`src/rtl/inter_buffer_ctrl.sv`:
```
// Sequencer for the intermediate buffer between ALU layers: waits for a layer's
// outputs, captures them, streams NUM_NEURONS words downstream, then launches the next layer.
module inter_buffer_ctrl #(
    parameter int NUM_NEURONS = 2,
    parameter int NUM_LAYERS  = 3,
    localparam int CNT_W = (NUM_NEURONS > 1) ? $clog2(NUM_NEURONS) : 1,
    localparam int LAY_W = (NUM_LAYERS > 1) ? $clog2(NUM_LAYERS) : 1
) (
    input  logic             clk,
    input  logic             rst,
    input  logic             start,
    input  logic             layer_done,
    input  logic             next_ready,
    output logic             cap_en,
    output logic             shift_en,
    output logic             word_valid,
    output logic             word_last,
    output logic [CNT_W-1:0] word_idx,
    output logic [LAY_W-1:0] layer_idx,
    output logic             alu_start,
    output logic             net_done,
    output logic             busy,
    output logic             err_overrun
);

    localparam logic [CNT_W-1:0] LAST_WORD  = CNT_W'(NUM_NEURONS - 1);
    localparam logic [LAY_W-1:0] LAST_LAYER = LAY_W'(NUM_LAYERS - 1);

    typedef enum logic [2:0] {
        IDLE,
        LAUNCH,
        WAIT_LAYER,
        CAPTURE,
        SHIFT,
        DONE
    } state_e;

    state_e           state_q, state_d;
    logic [CNT_W-1:0] word_idx_q, word_idx_d;
    logic [LAY_W-1:0] layer_idx_q, layer_idx_d;
    logic             err_overrun_q, err_overrun_d;
    logic             alu_start_q, alu_start_d;
    logic             cap_en_q, cap_en_d;
    logic             word_valid_q, word_valid_d;
    logic             word_last_q, word_last_d;
    logic             net_done_q, net_done_d;
    logic             busy_q, busy_d;

    // NOTE: every variable gets its hold value first so no path through the case infers a latch.
    always_comb begin
        state_d       = state_q;
        word_idx_d    = word_idx_q;
        layer_idx_d   = layer_idx_q;
        err_overrun_d = err_overrun_q;

        unique case (state_q)
            IDLE: begin
                if (start) begin
                    state_d       = LAUNCH;
                    layer_idx_d   = '0;
                    err_overrun_d = 1'b0;
                end
            end
            LAUNCH: begin
                state_d = WAIT_LAYER;
            end
            WAIT_LAYER: begin
                if (layer_done) begin
                    state_d    = CAPTURE;
                    word_idx_d = '0;
                end
            end
            CAPTURE: begin
                state_d    = SHIFT;
                word_idx_d = '0;
            end
            SHIFT: begin
                if (next_ready) begin
                    if (word_idx_q == LAST_WORD) begin
                        if (layer_idx_q == LAST_LAYER) begin
                            state_d = DONE;
                        end else begin
                            layer_idx_d = layer_idx_q + LAY_W'(1);
                            state_d     = LAUNCH;
                        end
                    end else begin
                        word_idx_d = word_idx_q + CNT_W'(1);
                    end
                end
            end
            DONE: begin
                state_d     = IDLE;
                layer_idx_d = '0;
            end
            default: begin
                state_d = IDLE;
            end
        endcase

        // A stray layer_done is flagged after the start-clear above, so the set wins.
        if (layer_done && (state_q != WAIT_LAYER)) begin
            err_overrun_d = 1'b1;
        end
    end

    // Outputs are decoded from the next state so they appear as clean flops in the state's cycle.
    always_comb begin
        alu_start_d  = (state_d == LAUNCH);
        cap_en_d     = (state_d == CAPTURE);
        word_valid_d = (state_d == SHIFT);
        word_last_d  = (state_d == SHIFT) && (word_idx_d == LAST_WORD);
        net_done_d   = (state_d == DONE);
        busy_d       = (state_d != IDLE);
    end

    // NOTE: sequential state uses non-blocking assignments so all flops update from the same pre-edge values.
    always_ff @(posedge clk or posedge rst) begin
        if (rst) begin
            state_q       <= IDLE;
            word_idx_q    <= '0;
            layer_idx_q   <= '0;
            err_overrun_q <= 1'b0;
            alu_start_q   <= 1'b0;
            cap_en_q      <= 1'b0;
            word_valid_q  <= 1'b0;
            word_last_q   <= 1'b0;
            net_done_q    <= 1'b0;
            busy_q        <= 1'b0;
        end else begin
            state_q       <= state_d;
            word_idx_q    <= word_idx_d;
            layer_idx_q   <= layer_idx_d;
            err_overrun_q <= err_overrun_d;
            alu_start_q   <= alu_start_d;
            cap_en_q      <= cap_en_d;
            word_valid_q  <= word_valid_d;
            word_last_q   <= word_last_d;
            net_done_q    <= net_done_d;
            busy_q        <= busy_d;
        end
    end

    assign shift_en    = word_valid_q & next_ready;
    assign cap_en      = cap_en_q;
    assign word_valid  = word_valid_q;
    assign word_last   = word_last_q;
    assign word_idx    = word_idx_q;
    assign layer_idx   = layer_idx_q;
    assign alu_start   = alu_start_q;
    assign net_done    = net_done_q;
    assign busy        = busy_q;
    assign err_overrun = err_overrun_q;

endmodule

```
`config.mk`:
```
export PLATFORM = sky130hd
export DESIGN_NAME = inter_buffer_ctrl
export DESIGN_NICKNAME = d
export VERILOG_FILES = /design/src/rtl/inter_buffer_ctrl.sv
export SDC_FILE = /design/constraint.sdc
export NUM_CORES = 1
export LEC_CHECK = 0
export ABC_AREA = 1
export CAP_MARGIN = 20
export CELL_PAD_IN_SITES_DETAIL_PLACEMENT = 0
export CELL_PAD_IN_SITES_GLOBAL_PLACEMENT = 2
export CORE_MARGIN = 2
export CORE_UTILIZATION = 26
export CTS_BUF_LIST = sky130_fd_sc_hd__clkbuf_4 sky130_fd_sc_hd__clkbuf_8
export DETAILED_ROUTE_END_ITERATION = 10
export PLACE_DENSITY = 0.76
export SETUP_SLACK_MARGIN = 0.5
export SLEW_MARGIN = 10
export SYNTH_ARGS = -nofsm -noshare
export SYNTH_HDL_FRONTEND = slang
export SYNTH_SLANG_ARGS = --single-unit
```
`constraint.sdc`:
```
create_clock -name clk -period 1.3 [get_ports clk]
set_clock_uncertainty 0.2 [all_clocks]
set_input_delay 0.13 -clock clk [delete_from_list [all_inputs] [get_ports clk]]
set_output_delay 0.13 -clock clk [all_outputs]
set_load 0.005 [all_outputs]
```
Yosys cells after proc, flatten, opt, wreduce, memory -nomap -nowiden --
Index checks and enable logic that the tools add are counted. Widths: inputs -> output; s select.
Word-level totals: output and inout port bits 11, register bits 13
Cells by class: reduce and logical (&&, ||, !) cells 9, mux-type cells 18, eq/ne operators 15, bitwise gates (word level) 1, add/sub/neg operators 2
Operators by type and width (number):
- $mux 3 | 5
- $pmux 3 s5 | 1
- $eq 3x3->1 const B | 4
- $eq 3x2->1 const B | 3
- $mux 2 | 4
- $ne 2x2->1 const B | 4
- $eq 3x1->1 const B | 2
- $mux 1 | 6
- $pmux 2 s3 | 1
- $reduce_bool 3->1 | 2
- $reduce_and 5->1 | 1
- $reduce_bool 2->1 | 2
- $logic_not 3->1 | 1
- $ne 3x2->1 const B | 1
- $pmux 1 s3 | 1
- $add 2x1->2 const B | 1
- $eq 2x2->1 const B | 1
- $logic_and 1x1->1 | 2
- $reduce_and 2->1 | 1
- $add 1x1->1 const B | 1
- $and 1x1->1 | 1

Depth between registers and ports, before layout --
Gate-level depths: netlist of the first run.
word-level depth 7, mapped depth 8, gate-level depth less buffers 8

Least setup slack after synthesis of the first run --
No wires, ideal clock.
path type flip-flop to flip-flop, start point register layer_idx_q[0] (netlist: layer_idx[0]), end point register layer_idx_q[0] (netlist: layer_idx[0]), path buffers 0, period minus slack after synthesis 1.408 ns, stages on the path, launching flop included 9, required time 0.983 ns, setup slack -0.108 ns, arrival 1.091 ns, path through dfrtp_1 -> inv_1 -> ha_1 -> nor2_2 -> nor2_1 -> nand2_1 -> nand3_1 -> nand2_1 -> nand2_1
On the way: longest elaborated chain between the ends 5
RTL lines:
- start, declared | line 40 | logic [LAY_W-1:0] layer_idx_q, layer_idx_d;
- start signal, assigned | line 132 | layer_idx_q <= layer_idx_d;
- $add 2x1->2 | line 83 | layer_idx_d = layer_idx_q + LAY_W'(1);
- $mux 2 | line 80 | if (layer_idx_q == LAST_LAYER) begin
- $mux 2 | line 79 | if (word_idx_q == LAST_WORD) begin
- $mux 2 | line 78 | if (next_ready) begin
- $pmux 2 s3 | line 56 | unique case (state_q)
Parallel ways exist; a longest one is shown, timed or not. The select of a mux whose other input is x is not followed. A chain may end at the register's enable or synchronous reset.

Worst setup path after layout of the first run --
start point register layer_idx_q[0] (netlist: layer_idx[0]), end point register word_last_q (netlist: word_last)
On the way: longest elaborated chain between the ends 7
RTL lines:
- $eq 2x2->1 | line 80
- $mux 3 | line 80
- $mux 3 | line 79
- $mux 3 | line 78
- $pmux 3 s5 | line 56
- net state_d[2] | line 38 | state_e state_q, state_d;
- $eq 3x3->1 | line 111 | word_last_d = (state_d == SHIFT) && (word_idx_d == LAST_WORD);
- $logic_and 1x1->1 | line 111
- net word_last_d | line 45 | logic word_last_q, word_last_d;
- end signal, assigned | line 137 | word_last_q <= word_last_d;
- end, declared | line 45
The timed path passes the listed nets, and every way through them passes these cells.

==> results by group, run 1 <==
Status
  • Status: finished, violations left
  • Failing checks: hold timing, setup timing

STA
  • Setup TNS: -0.703 ns
  • Relative slew slack: 0.880
  • Worst-margin pin slew: between 0.15 and 0.2 ns
  • Pins Over Slew Limit: 0
  • Fmax: approximately 700 MHz
  • WHS: -0.0647 ns
  • Worst setup margin: -0.127 ns
  • Final period utilization: 1.10
  • Final Hold Fails: 13
  • Count of final setup violators: 9
  • Fin crit period: ~1.4 ns
  • RSZ-0062 raised after global routing: yes

Power
  • Clock Power Share: 0.110
  • Pleak: approximately 0.55 nW
  • Net Sw Frac: 0.402
  • Sequential power share: 0.299
  • Combinational power share: 0.591
  • Peak supply drop: ~1100 uV
  • PD cells: approximately 2200 mW/mm^2
  • Psw: ~0.9 mW
  • Cell internal pwr: about 1.4 mW

Worst setup path
  • R2R Path Start: layer_idx[0]
  • Worst setup path startpoint: layer_idx[0]
  • Setup crit end kind: flip-flop
  • Crit path required time: roughly 1.3 ns
  • R2r endpoint: word_last
  • CP max FO: 4
  • WP buf/inv: 2
  • CP max stage cell: dfrtp_1
  • R2R depth: 7
  • CP Cell Sequence: inv_2 -> ha_4 -> nor2_4 -> buf_4 -> o21ai_4 -> nand3_2 -> nor2_2
  • CP peak stage delay: around 0.41 ns
  • Setup CP Type: flip-flop to flip-flop
  • Critical Path Sink: word_last
  • Crit path max-delay family: flip-flops
  • Critical Path AT: ~1.4 ns
  • Flop-to-flop setup slack: -0.13 ns
  • Crit path launch type: flip-flop
  • CP Depth: 7

Clock network
  • Skew-Pair Late Insertion Delay: roughly 0.27 ns
  • Root buf cell: clkbuf_4
  • TritonCTS sink count: 13
  • CTS tree: built
  • CTS clk-pin slew, worst paths: about 0.080 ns
  • CTS buffer count: 3
  • Maximum clock path buffer count: 2
  • H-tree Lvls: 1

Synthesis
  • Synthesized Nets: between 70 and 80
  • Count of different cell masters after synthesis: 17
  • Synthesized area: 631 sq um
  • Synth warnings: 0
  • Share of the synthesized area in the top cell type: 0.516
  • Top post-synthesis cells by area: dfrtp_1 (52%), inv_1 (7.7%), nand2_1 (7.7%), nor2_4 (5.4%), nand3_2 (4.8%)
  • Top FF cell, synth: dfrtp_1
  • Post-synth EDFFs: 0
  • Syn avg cell area: 9.27 sq um
  • Async SR Flop Fraction: 1.00
  • Yosys reg bits: 13
  • Seq/Total Area, Yosys: 0.516
  • Mapped Cells: a little under 70
  • Leading area contributor after synthesis: dfrtp_1
  • Synth top cells by count: dfrtp_1 (13), inv_1 (13), nand2_1 (13)

Layout
  • Nets: ~110
  • Layout cell share with drive strength beyond 1: 0.654
  • Final Util: 0.466
  • Filler cells: roughly 230
  • Area Overhead vs Synth: 66.7%
  • Diodes inserted: 0

Placed design
  • Dpl ws: -0.251 ns
  • GP Congestion: a little under 0.7
  • PortBufs: 15
  • Post-DP HPWL: approximately 960 um

Routing
  • Routed length per placed instance: about 10 um
  • 1st-iter DRT viols: 5
  • Detailed Route WL: roughly 1400 um
  • Vias per cell: between 4 and 5
  • Detailed-route via count: roughly 570
  • Initial DRT Pass Iterations: 4
  • DRC viols: 0
  • Detail Route Antenna Nets: 0

Die
  • Die area: roughly 0.0028 sq mm
  • # rows: 17
  • Die Wd: 53.3 um
  • I/O pins: 16
  • Die height: between 50 and 60 um
  • Initial Utilization: 0.280
  • Core Area: between 0.002 and 0.0025 sq mm

Global routing
  • Met2 global-route usage: 0.210
  • Initial antenna violation count: 0
  • Grt ovf: 0
  • First-pass GRT wire length: ~2400 um
  • Largest net degree at the start of global routing: 14
  • Vias in the first global route: around 580
  • Met3 usage: 0.0706
  • Tot GR Track Use: 0.125
  • Gr busiest metal: met2
  • Global-route track usage on met1: 0.136

Run
  • Max_cap viols: 0

Min path
  • HP Class: primary input to asynchronous set/reset pin
-- metal layers --
metal | up-vias | part of all wire
li1 | 285 | -
met4 | 0 | 0.0029
met2 | 12 | 0.54
met5 | - | 0
met1 | 266 | 0.40
met3 | 2 | 0.061
-- tightest hold or removal path, cell delays in order --
cell	delay (ns)
clkdlybuf4s50_1	0.39
inv_1	0.05
buf_4	0.20
-- repair_timing --
item,in CTS,in global routing
gates cloned,0,0
pin swaps,9,6
endpoints found under the hold margin,13,13
setup buffers,5,2
gates resized for setup,57,22
endpoints found under the setup margin,24,24
-- final cells by class --
| class | instances | area [sq um] | area share |
|---|---|---|---|
| sequential | 13 | 329 | 0.313 |
| multi-input combinational | 41 | 329 | 0.313 |
| timing repair buffer | 32 | 268 | 0.255 |
| inverter | 14 | 62.6 | 0.0595 |
| tap | 28 | 35.0 | 0.0333 |
| clock buffer | 3 | 22.5 | 0.0214 |
| clock inverter | 1 | 5.00 | 0.00476 |
-- per-stage QoR --
step	power, mW	instances	instance area (sq um)
final	2.30	132	1050
after global routing	2.49	132	1050
after CTS	2.15	130	1010
after detailed placement	1.70	121	912
after global placement	1.70	121	912
after floorplan	1.21	68	652
-- logic make-up (layout without fill, tap and decap cells) --
logic type               Yosys count  count (layout)  synth area share
adder cells (fa/ha/maj)            1               1            0.0198
buffers and inverters             14              50            0.0833
AO/OA/AOI/OAI                      3               3            0.0476
AND/OR/NAND/NOR                   37              37             0.333
flip-flops                        13              13             0.516
-- sequential cells by signal, summed over array words and instances (netlist names) --
signal,count
word_valid,1
alu_start,1
state_q,3
err_overrun,1
net_done,1
cap_en,1
word_idx,1
layer_idx,2
word_last,1
busy,1
-- power groups by stage --
stage / logic (mW) / registers (mW) / clock network [mW]
after CTS: 1.20 / 0.681 / 0.275
after global placement: 1.02 / 0.676 / 0
after floorplan: 0.530 / 0.683 / 0
after detailed placement: 1.02 / 0.676 / 0
after global routing: 1.50 / 0.704 / 0.286
final: 1.36 / 0.687 / 0.253
-- placed cells by master, fill, tap and decap left out, drive strengths merged --
cell and count:
nand2 15, nand4 2, dfrtp 13, clkinv 1, nand3b 1, ha 1
inv 14, o21ai 1, nor2 11, dlygate4sd2 1, buf 27, clkdlybuf4s50 3
a22o 1, clkbuf 4, a21oi 1, nand3 8
-- worst min path at each step --
stage | end | slack, ns | depth (start not counted)
after global routing | word_valid | -0.04 | 3
after global placement | net_done | 0.24 | 3
after CTS | net_done | -0.07 | 3
after detailed placement | net_done | 0.25 | 3
final | net_done | -0.06 | 3
after floorplan | alu_start | -0.19 | 1
(Power assumes the default switching activity.)
==> run 2: changes to the inputs <==
--- a/config.mk
+++ b/config.mk
@@ -13,6 +13,7 @@
 export CORE_UTILIZATION = 26
 export CTS_BUF_LIST = sky130_fd_sc_hd__clkbuf_4 sky130_fd_sc_hd__clkbuf_8
 export DETAILED_ROUTE_END_ITERATION = 10
+export MAX_ROUTING_LAYER = met4
 export PLACE_DENSITY = 0.76
 export SETUP_SLACK_MARGIN = 0.5
 export SLEW_MARGIN = 10
==> constraint.sdc (replaced) <==
create_clock -name clk -period 1.3 [get_ports clk]
set_clock_uncertainty 0.2 [all_clocks]
set_input_delay 0.13 -clock clk [delete_from_list [all_inputs] [get_ports clk]]
set_output_delay 0.13 -clock clk [all_outputs]
set_load 0.05 [all_outputs]
==> run 2 against run 1 <==
- the flow still finishes with violations (hold timing, setup timing)
- global-route usage increased by 0.45 points
- design area increased by 16%
- cell count increased by 0.76%
- maximum frequency up 4.4%
- non-clock buffer count increased by 1
- via count decreased by 0.53%
- sequential share of layout area shrank 3.4 points
- hold slack improved by 0.0051 ns
- worst setup slack gained 0.060 ns
==> results by group, run 2 (synthesis gave the netlist of run 1 again) <==
Worst setup path
  • CP max FO: 3
  • Setup crit end kind: flip-flop
  • CP max stage cell: dfrtp_2
  • CP dominant cell by count: nand2_1
  • Setup CP Type: flip-flop to flip-flop
  • Critical Path AT: roughly 1.3 ns
  • Crit path required time: 1.26 ns
  • CP peak stage delay: approximately 0.43 ns
  • Crit path launch type: flip-flop
  • CP Cell Sequence: ha_4 -> nor2_4 -> nor2_1 -> nand2_1 -> nand3_2 -> nand2_1 -> nand2_1

Routing
  • DRC viols: 0
  • Vias per cell: 4.23
  • 1st-iter DRT viols: 3
  • Initial DRT Pass Iterations: 4
  • Routed length per placed instance: ~11 um
  • Detailed Route WL: roughly 1500 um
  • Detailed-route via count: 562
  • Detail Route Antenna Nets: 0

Global routing
  • First-pass GRT wire length: 2500 um
  • Grt ovf: 0
  • Vias in the first global route: 591
  • Tot GR Track Use: 0.129
  • Initial antenna violation count: 0
  • Largest net degree at the start of global routing: 14

Clock network
  • CTS tree: built
  • Skew-Pair Late Insertion Delay: between 0.2 and 0.3 ns
  • CTS buffer count: 3
  • H-tree Lvls: 1
  • TritonCTS sink count: 13
  • Root buf cell: clkbuf_4
  • CTS clk-pin slew, worst paths: 0.08 ns
  • Maximum clock path buffer count: 2

Die
  • Die height: approximately 53 um
  • Die area: 0.00284 sq mm
  • Core Area: 0.00225 sq mm
  • I/O pins: 16
  • Initial Utilization: 0.280
  • # rows: 17
  • Die Wd: between 50 and 60 um

Placed design
  • GP Congestion: approximately 0.76
  • Placed Cells: between 100 and 150
  • Post-DP HPWL: 1060 um
  • Post-DP Area: approximately 0.0011 sq mm
  • PortBufs: 15

Layout
  • Commonest cells after routing, fill and taps aside: dfrtp_2 (12), buf_12 (11), buf_4 (10)
  • Diodes inserted: 0
  • Nets: ~110
  • Number of flip-flops in the largest register: 3
  • Top reg by flops: state_q
  • Fin cells: about 130
  • Most common cell after layout, fill and taps aside: dfrtp_2
  • Area Overhead vs Synth: 93.5%
  • Filler cells: between 200 and 250
  • Final design area excluding fillers: around 0.0012 sq mm
  • Layout cell share with drive strength beyond 1: 0.752

STA
  • Count of final setup violators: 8
  • Fin crit period: 1.37 ns
  • Worst setup margin: -0.0673 ns
  • Final Hold Fails: 13
  • Pins Over Slew Limit: 0
  • WHS: -0.0596 ns
  • Relative slew slack: 0.873
  • Worst-margin pin slew: around 0.19 ns
  • Fmax: between 700 and 800 MHz
  • Setup TNS: -0.386 ns
  • RSZ-0062 raised after global routing: yes
  • Final period utilization: 1.05

Power
  • PD cells: approximately 2500 mW/mm^2
  • Peak supply drop: ~1300 uV
  • Pleak: ~0.57 nW

Status
  • Failing checks: hold timing, setup timing
  • Status: finished, violations left

Min path
  • HP Class: primary input to asynchronous set/reset pin

Run
  • Max_cap viols: 0
## run 2: cell type report
class                      instances  area (sq um)  area share
clock buffer                       4          30.0      0.0246
inverter                          14          58.8      0.0482
multi-input combinational         41           332       0.272
sequential                        13           340       0.279
tap                               28          35.0      0.0287
timing repair buffer              33           424       0.348
## run 2: stage by stage
stage	worst slack, ns	power, mW	util	hold WS [ns]
6_report	-0.0673	3.06	0.541	-0.0596
5_1_grt	-0.142	3.24	0.541	-0.0629
4_1_cts	-0.0634	2.89	0.514	-0.0594
3_5_place_dp	-0.247	2.42	0.468	0.236
3_3_place_gp	-0.217	2.41	0.468	0.235
2_1_floorplan	-0.197	1.64	-	-0.194
## run 2: worst paths after layout
check	start	end	slack (ns)	depth (start not counted)
max	layer_idx[1]	layer_idx[1]	-0.07	7
min	rst	word_last	-0.06	3
max reg2reg	layer_idx[1]	layer_idx[1]	-0.07	7
min reg2reg	err_overrun	err_overrun	0.35	1
max in group asynchronous	rst	layer_idx[1]	0.79	3
min in group clk	next_ready	state_q[2]	0.27	4
## run 2: timing repair
| action | 4_1_cts | 5_1_grt |
|---|---|---|
| endpoints found under the setup margin | 24 | 24 |
| buffers inserted | 4 | 4 |
| cloned | 0 | 0 |
| endpoints found under the hold margin | 13 | 13 |
| resized for setup | 14 | 12 |
| pin swaps | 6 | 7 |
## run 2: power breakdown
part | switching, mW | total [mW] | internal, mW
combinational | 1.06 | 2.05 | 0.998
sequential | 0.171 | 0.743 | 0.572
clock | 0.125 | 0.264 | 0.140
total | 1.35 | 3.06 | 1.71
## run 2: per-layer routing
layer  vias to the layer above  share of wire  track usage  wire length, um
met1                       259           0.41        0.161              614
li1                        285              -            -                -
met3                         4          0.042       0.0339               64
met5                         -              0            -                0
met4                         0          0.016       0.0641               25
met2                        14           0.54        0.193              812
## run 2: critical path: cells and delay by family (launching register included)
kind	cells	cell delay [ns]
simple gates	6	0.47
flops	1	0.43
fa+ha+maj	1	0.17
==> run 3: changes to the inputs <==
--- a/config.mk
+++ b/config.mk
@@ -14,7 +14,7 @@
 export CTS_BUF_LIST = sky130_fd_sc_hd__clkbuf_4 sky130_fd_sc_hd__clkbuf_8
 export DETAILED_ROUTE_END_ITERATION = 10
 export MAX_ROUTING_LAYER = met4
-export PLACE_DENSITY = 0.76
+export PLACE_DENSITY_LB_ADDON = 0.15
 export SETUP_SLACK_MARGIN = 0.5
 export SLEW_MARGIN = 10
 export SYNTH_ARGS = -nofsm -noshare
==> run 3 against run 2 <==
- the flow still finishes with violations (hold timing, setup timing)
- design area increased by 1.7%
- maximum frequency shrank 0.90%
- count of clock-buffer cells in the layout is the same
- combinational power is 2% higher
- via count is 3.6% higher
- critical endpoint is now word_last
==> results by group, run 3 (synthesis gave the netlist of run 1 again) <==
Status
  • Status: finished, violations left
  • Failing checks: hold timing, setup timing

Power
  • Peak supply drop: approximately 1300 uV
  • Pleak: 0.586 nW
  • PD cells: between 2000 and 2500 mW/mm^2

Worst setup path
  • Crit path launch type: flip-flop
  • Critical Path AT: between 1 and 1.5 ns
  • Crit path max-delay family: simple AND/OR/NAND/NOR gates
  • R2R depth: 5
  • CP max stage cell: dfrtp_2
  • CP Cell Sequence: nor2_4 -> nand2_4 -> o21ai_4 -> nand3_2 -> nor2_2
  • Flop-to-flop setup slack: -0.08 ns
  • Setup crit end kind: flip-flop
  • Setup CP Type: flip-flop to flip-flop
  • CP max FO: 4
  • R2r endpoint: word_last
  • CP peak stage delay: roughly 0.45 ns
  • R2R Path Start: state_q[0]
  • Crit path required time: 1.31 ns
  • WP buf/inv: 0

STA
  • Setup TNS: -0.527 ns
  • Count of final setup violators: 12
  • Fin crit period: around 1.4 ns
  • Pins Over Slew Limit: 0
  • Final Hold Fails: 13
  • Worst setup margin: -0.0797 ns
  • Relative slew slack: 0.866
  • WHS: -0.0672 ns
  • Fmax: ~720 MHz
  • Final period utilization: 1.06
  • Worst-margin pin slew: approximately 0.20 ns
  • RSZ-0062 raised after global routing: yes

Die
  • Die area: about 0.0028 sq mm
  • I/O pins: 16
  • Initial Utilization: 0.280
  • Die Wd: about 53 um
  • Core Area: between 0.002 and 0.0025 sq mm
  • # rows: 17
  • Die height: 53.3 um

Global routing
  • Tot GR Track Use: 0.121
  • Grt ovf: 0
  • Vias in the first global route: ~570
  • Gr busiest metal: met2
  • Largest net degree at the start of global routing: 14
  • Met2 global-route usage: 0.193
  • First-pass GRT wire length: between 2000 and 2500 um
  • Initial antenna violation count: 0
  • Met3 usage: 0.0198
  • Global-route track usage on met1: 0.146

Clock network
  • TritonCTS sink count: 13
  • CTS tree: built
  • Root buf cell: clkbuf_4
  • CTS buffer count: 3
  • CTS clk-pin slew, worst paths: 0.08 ns
  • Skew-Pair Late Insertion Delay: approximately 0.27 ns
  • Maximum clock path buffer count: 2
  • H-tree Lvls: 1

Placed design
  • Post-DP HPWL: about 1000 um
  • PortBufs: 15
  • GP Congestion: 0.729

Layout
  • Number of flip-flops in the largest register: 3
  • Area Overhead vs Synth: 96.8%
  • Top reg by flops: state_q
  • Commonest cells after routing, fill and taps aside: buf_4 (15), dfrtp_2 (13), buf_12 (11)
  • Diodes inserted: 0
  • Nets: approximately 120
  • Filler cells: approximately 220
  • Layout cell share with drive strength beyond 1: 0.750
  • Final Util: 0.550
  • Most common cell after layout, fill and taps aside: buf_4

Min path
  • HP Class: primary input to asynchronous set/reset pin

Routing
  • 1st-iter DRT viols: 1
  • Detail Route Antenna Nets: 0
  • Detailed Route WL: approximately 1400 um
  • Initial DRT Pass Iterations: 2
  • Detailed-route via count: approximately 580
  • DRC viols: 0
  • Routed length per placed instance: between 9 and 10 um
  • Vias per cell: approximately 4.3

Run
  • Max_cap viols: 0
-- run 3: metal layers --
layer,share of wire,vias up
li1,-,292
met1,0.42,273
met2,0.51,13
met3,0.050,4
met4,0.018,0
met5,0,-
-- run 3: how the worst max path moves through the flow --
stage	end	slack, ns	depth (start not counted)	from
5_1_grt	layer_idx[1]	-0.18	6	state_q[0]
2_1_floorplan	layer_idx[1]	-0.20	8	layer_idx[0]
6_report	word_last	-0.08	5	state_q[0]
4_1_cts	layer_idx[1]	-0.08	6	state_q[1]
3_5_place_dp	layer_idx[1]	-0.26	8	next_ready
3_3_place_gp	layer_idx[1]	-0.22	8	next_ready
-- run 3: metrics by stage --
step	worst slack [ns]	instance area (sq um)	power, mW	instances
2_1_floorplan	-0.197	686	1.64	68
3_3_place_gp	-0.217	1090	2.48	125
3_5_place_dp	-0.259	1090	2.47	125
4_1_cts	-0.0754	1180	2.95	132
5_1_grt	-0.176	1240	3.31	136
6_report	-0.0797	1240	3.09	136
-- run 3: cell type report --
class	instances	area, sq um	share of cell area
Tap cell	28	35.0	0.0282
Inverter	14	56.3	0.0454
Clock buffer	4	30.0	0.0242
Timing Repair Buffer	36	439	0.354
Sequential cell	13	342	0.275
Multi-Input combinational cell	41	339	0.273
-- run 3: where the power goes --
part | internal [mW] | switching, mW | total (mW)
clock | 0.140 | 0.132 | 0.272
sequential | 0.574 | 0.157 | 0.730
combinational | 1.04 | 1.05 | 2.09
total | 1.76 | 1.34 | 3.09
-- run 3: worst reg2reg max path: stages (launching register included) --
cell and delay [ns]:
dfrtp_2 0.45, nor2_4 0.17, nand2_4 0.10, o21ai_4 0.21, nand3_2 0.11, nor2_2 0.08
-- run 3: timing repair --
action | 4_1_cts | 5_1_grt
endpoints found under the setup margin | 24 | 24
gates resized for setup | 14 | 9
pin swaps | 9 | 10
hold endpoints to repair | 13 | 13
buffers inserted | 3 | 4
